[src/rtl/kmer_window_shifter.sv]
// Sliding K-mer window over a stream of packed-symbol words, STEP symbols per output beat.
// Define KMER_REVCOMP_EN to add the out_window_rc reverse-complement output (SYM_W=2 only).
module kmer_window_shifter #(
  parameter int unsigned DATA_W = 512,
  parameter int unsigned SYM_W  = 2,
  parameter int unsigned K      = 11,
  parameter int unsigned STEP   = 1,
  parameter int unsigned POS_W  = 32
) (
  input  logic               clk,
  input  logic               rst,
  input  logic [DATA_W-1:0]  in_data,
  input  logic               in_valid,
  input  logic               in_last,
  output logic               in_ready,
  output logic [K*SYM_W-1:0] out_window,
  output logic [POS_W-1:0]   out_pos,
  output logic               out_last,
  output logic               out_valid,
  input  logic               out_ready
`ifdef KMER_REVCOMP_EN
  ,
  output logic [K*SYM_W-1:0] out_window_rc
`endif
);

  localparam int unsigned SYMS  = DATA_W / SYM_W;
  localparam int unsigned CAP   = SYMS + K - 1;
  localparam int unsigned BUF_W = CAP * SYM_W;
  localparam int unsigned CNT_W = $clog2(CAP + 1);

  localparam logic [CNT_W-1:0] KC    = CNT_W'(K);
  localparam logic [CNT_W-1:0] STEPC = CNT_W'(STEP);
  localparam logic [CNT_W-1:0] SYMSC = CNT_W'(SYMS);

  if (DATA_W % SYM_W != 0) begin : g_bad_data_w
    $error("DATA_W must be a multiple of SYM_W");
  end
  if (K < 2 || K > SYMS) begin : g_bad_k
    $error("K must satisfy 2 <= K <= DATA_W/SYM_W");
  end
  if (STEP < 1 || STEP > K) begin : g_bad_step
    $error("STEP must satisfy 1 <= STEP <= K");
  end

  logic [BUF_W-1:0] sym_buf_q, sym_buf_d;
  logic [BUF_W-1:0] shifted, low_mask;
  logic [CNT_W-1:0] cnt_q, cnt_d, cnt_after;
  logic [POS_W-1:0] pos_q, pos_d;
  logic             last_pend_q, last_pend_d;
  logic             out_fire, in_fire, final_fire, short_seq;
  logic [31:0]      wr_off;

  assign out_valid  = rst & (cnt_q >= KC);
  assign out_fire   = out_valid & out_ready;
  assign cnt_after  = out_fire ? cnt_q - STEPC : cnt_q;
  assign in_ready   = rst & ~last_pend_q & (cnt_after < KC);
  assign in_fire    = in_valid & in_ready;
  // K+STEP can equal 2**CNT_W, so compare at 32 bits.
  assign out_last   = last_pend_q & out_valid & (32'(cnt_q) < K + STEP);
  assign final_fire = out_fire & out_last;
  assign short_seq  = last_pend_q & (cnt_q < KC);

  assign out_window = sym_buf_q[K*SYM_W-1:0];
  assign out_pos    = pos_q;

  always_comb begin
    shifted   = out_fire ? (sym_buf_q >> (STEP * SYM_W)) : sym_buf_q;
    wr_off    = 32'(cnt_after) * SYM_W;
    low_mask  = ~({BUF_W{1'b1}} << wr_off);
    sym_buf_d = shifted;
    // Incoming word lands directly above the surviving symbols.
    if (in_fire) sym_buf_d = (shifted & low_mask) | (BUF_W'(in_data) << wr_off);
  end

  always_comb begin
    cnt_d       = cnt_after + (in_fire ? SYMSC : '0);
    pos_d       = out_fire ? pos_q + POS_W'(STEP) : pos_q;
    last_pend_d = last_pend_q | (in_fire & in_last);
    if (final_fire || short_seq) begin
      cnt_d       = '0;
      pos_d       = '0;
      last_pend_d = 1'b0;
    end
  end

  always_ff @(posedge clk) begin
    if (!rst) begin
      cnt_q       <= '0;
      pos_q       <= '0;
      last_pend_q <= 1'b0;
    end else begin
      cnt_q       <= cnt_d;
      pos_q       <= pos_d;
      last_pend_q <= last_pend_d;
    end
  end

  // Contents above cnt are don't-care, so the data path carries no reset.
  always_ff @(posedge clk) begin
    sym_buf_q <= sym_buf_d;
  end

`ifdef KMER_REVCOMP_EN
  if (SYM_W != 2) begin : g_bad_rc
    $error("KMER_REVCOMP_EN requires SYM_W == 2");
  end
  for (genvar i = 0; i < K; i++) begin : g_rc
    assign out_window_rc[i*SYM_W +: SYM_W] = ~out_window[(K-1-i)*SYM_W +: SYM_W];
  end
`endif

endmodule

[config.mk]
export PLATFORM = sky130hd
export DESIGN_NAME = kmer_window_shifter
export DESIGN_NICKNAME = d
export VERILOG_FILES = /design/src/rtl/kmer_window_shifter.sv
export SDC_FILE = /design/constraint.sdc
export NUM_CORES = 2
export LEC_CHECK = 0
export CELL_PAD_IN_SITES_DETAIL_PLACEMENT = 1
export CELL_PAD_IN_SITES_GLOBAL_PLACEMENT = 2
export CORE_ASPECT_RATIO = 0.7
export CORE_MARGIN = 4
export CORE_UTILIZATION = 28
export CTS_CLUSTER_SIZE = 16
export DETAILED_ROUTE_END_ITERATION = 8
export PLACE_DENSITY = 0.71
export SLEW_MARGIN = 5
export SYNTH_ARGS = -nofsm -noshare
export SYNTH_HDL_FRONTEND = slang
export SYNTH_SLANG_ARGS = --single-unit
[constraint.sdc]
create_clock -name clk -period 5.5 [get_ports clk]
set_input_delay 0.825 -clock clk [delete_from_list [all_inputs] [get_ports clk]]
set_output_delay 0.825 -clock clk [all_outputs]
set_load 0.05 [all_outputs]
==> impl_results.md <==
- Gpl congestion: around 0.97
- Via count of the first global-routing pass: 70380
- Number of setup violations in the final report: 4
- Pins Over Slew Limit: 2
- CTS tree: done
- Most used cells in the layout excluding fill and tap cells: sky130_fd_sc_hd__nand2_1, sky130_fd_sc_hd__mux2i_1, sky130_fd_sc_hd__nor2_1
- Worst Path Class, Setup: reg -> reg
- Hold crit path type: reg -> reg
- Count of input and output buffers: 573
- Layout cells sized above 1: 12.46%
- Later-pin clock latency in the skew report: 730 ps
- Final WL: 379500 µm
- DRC violation count after routing: 0
- Total of hold buffers inserted after clock tree synthesis: 0
- Number of enable flip-flop cells after synthesis: 0
- Mean post-synth cell area: 7.558 µm²
- Gate count of the mapped netlist: 8229
- Die span in y: 402.3 µm
- Setup WS post-layout: -72.36 ps
- Instance count after placement with tap cells included: 11150
- Slew HR: -1.773%
- Req. time, crit path: 6120 ps
- Post-synthesis instance area: roughly 62000 µm²
- Setup repair after global routing missed its margin: false
- Grt ovf: 0
- First-pass GRT wire length: between 500000 and 600000 µm
- Routed Antenna Nets: 0
- Critical path peak fanout: 11
- Least-Margin Pin Slew: 1527 ps
- NumNets Final: 8829
- Highest achievable clock rate: 179.5 MHz
- Post-place setup slack: 177.1 ps
- Number of different library cells in the post-synthesis netlist: 103
- Die outline area: 229900 µm²
- Antenna violations before repair: 77
- CTS Buf Count: 74
- Part of the cycle the worst path needs: 101.3%
- Number of warnings printed during yosys synthesis: 0
- Estimated wirelength of the detail-placed design: around 280000 µm
- Final Skew: 44.77 ps
- Number of register bits inferred by synthesis: between 500 and 600
- Data arrival, critical path: ~6200 ps
- Via count: between 70000 and 80000
- Clk sink count: around 570
- Overall track demand over capacity in global routing: 31.49%
- Clock edge transition at the registers on the reported setup and hold paths: approximately 70 ps
- Non-filler cells, final: around 11000
- Starting utilization of the core area: 28.20%
- DRC marker count from the first detailed-route iteration: 7971
- TNS Setup: -117.2 ps
- Critical path capture point type: register
- Most common cell after layout, fill and taps aside: sky130_fd_sc_hd__nand2_1
- Horizontal die dimension: about 570 µm
- Routed len/inst: approximately 33 µm
- Final period demand of the worst path: 5572 ps
- Violated checks: max-slew violations, negative setup slack
- H-tree depth reported by CTS: 3
- Hold violation count in the final report: 0
- Status: finished with violations
- Pre-Repair DR Iteration Count: 8
- Fraction of registers with async set or reset after synthesis: 0%
- Sequential cell area fraction in the yosys report: 18.48%
- Number of rows in the core area: 144
- Largest net degree at the start of global routing: between 150 and 200
- Number of nets produced by synthesis: 8749
- Crit start category: register
- Number of primary I/O pins: between 500 and 600
- Clock root cell: sky130_fd_sc_hd__clkbuf_16
- Flip-flop cell with the highest count after synthesis: sky130_fd_sc_hd__dfxtp_1
- Ratio of routed vias to standard cells: 6.299
- Layout overhead on the synthesized area: 18.47%
- Placeable core area: 220500 µm²
- Total of max-cap violations: 0
- Buffer depth of the longest clock path: 3
- Post-Route Hold Slack: 469.5 ps
-- worst max-delay path, stage by stage (launching register included) --
cell                       delay [ps]
sky130_fd_sc_hd__dfxtp_1          510
sky130_fd_sc_hd__a211o_1          440
sky130_fd_sc_hd__buf_4            220
sky130_fd_sc_hd__nor3_4           880
sky130_fd_sc_hd__nand2_1          600
sky130_fd_sc_hd__a31oi_4          580
sky130_fd_sc_hd__nor2_1           330
sky130_fd_sc_hd__a22oi_1          760
sky130_fd_sc_hd__o21ai_0          470
sky130_fd_sc_hd__mux2i_1          410
sky130_fd_sc_hd__a211oi_1         130
sky130_fd_sc_hd__a31oi_1          160
-- layer usage --
layer | global-route usage, % | share of wire (%) | vias up | wire [µm]
li1 | - | - | 30880 | -
met4 | 18.91 | 6.5 | 18 | 24840
met3 | 5.858 | 7.8 | 787 | 29540
met5 | 0 | 0.036 | - | 136
met2 | 48.86 | 45 | 3485 | 169000
met1 | 40.51 | 41 | 36300 | 156000
-- final cells by class --
class	instances	area, µm²
Fill cell	26430	146800
Antenna cell	58	145.1
Sequential cell	574	11500
Tap cell	2920	3654
Clock buffer	109	2166
Inverter	51	198.9
Clock inverter	27	422.9
Timing Repair Buffer	912	9089
Multi-Input combinational cell	6696	46510
-- flip-flops by register name, indices dropped and copies added (netlist names) --
register and cells:
cnt_q 9, out_pos 32, sym_buf_q 532, last_pend_q 1
-- cell usage after synthesis, types with 28 or more instances --
library cell                  n  share of area, %
sky130_fd_sc_hd__nor2_1     683               4.1
sky130_fd_sc_hd__a211oi_1   230               2.8
sky130_fd_sc_hd__clkbuf_1   348               2.1
sky130_fd_sc_hd__mux2_2     231               4.2
sky130_fd_sc_hd__nand2_1   1548               9.3
sky130_fd_sc_hd__buf_4       43              0.52
sky130_fd_sc_hd__nor2b_1     31              0.31
sky130_fd_sc_hd__o21ai_0    414               3.3
sky130_fd_sc_hd__inv_1       50              0.30
sky130_fd_sc_hd__o22ai_1    164               1.6
sky130_fd_sc_hd__a21o_1      29              0.35
sky130_fd_sc_hd__a21oi_1    529               4.3
sky130_fd_sc_hd__mux4_2     266               9.6
sky130_fd_sc_hd__nor3_1      95              0.76
sky130_fd_sc_hd__dfxtp_1    574                18
sky130_fd_sc_hd__nand4_1     28              0.28
sky130_fd_sc_hd__a31oi_1    334               3.4
sky130_fd_sc_hd__o221ai_1   112               1.6
sky130_fd_sc_hd__nand3_1    112              0.90
sky130_fd_sc_hd__buf_1      141              0.85
sky130_fd_sc_hd__and2_1      47              0.47
sky130_fd_sc_hd__buf_2      342               2.8
sky130_fd_sc_hd__mux2i_1   1042                17
sky130_fd_sc_hd__o211ai_1    74              0.89
sky130_fd_sc_hd__a22oi_1     78              0.94
sky130_fd_sc_hd__nor4_1      45              0.45
sky130_fd_sc_hd__buf_6       30              0.54
sky130_fd_sc_hd__o21ai_1     28              0.23
sky130_fd_sc_hd__a221oi_1    35              0.49
sky130_fd_sc_hd__and3_1     104               1.0
-- per-stage QoR --
stage               area [µm²]  utilization, %
floorplan                62200               -
global placement         70940           32.17
detailed placement       70940           32.17
CTS                      73530           33.34
global route             73650           33.39
finish                   73680           33.41
-- final timing paths --
check                 start        endpoint  slack, ps  depth (start not counted)
max                cnt_q[3]  sym_buf_q[352]        -70                         11
max reg2reg        cnt_q[3]  sym_buf_q[352]        -70                         11
min reg2reg  sym_buf_q[435]  sym_buf_q[433]        470                          2
min          sym_buf_q[435]  sym_buf_q[433]        470                          2
-- kinds of logic (layout without fill, tap and decap cells) --
family                     count (synthesis)  in the layout  synth area share, %
xor gates and xnor gates                  31             31               0.4788
adders and majority gates                  3              3              0.06036
and+or+nand+nor                         2780           2780                18.77
DFF                                      574            574                18.48
other                                      0             58                    0
muxes                                   1539           1539                30.58
AOI/OAI and AO/OA                       2343           2343                24.48
buffers and inverters                    959           1099                7.153
-- timing repair --
action                                  CTS  global route
setup buffers                             0             0
gates resized for setup                   0             2
endpoints found under the setup margin    0             1
Power is not shown: default switching activity piles up to over one toggle a cycle in this logic, so the estimate is an artifact.
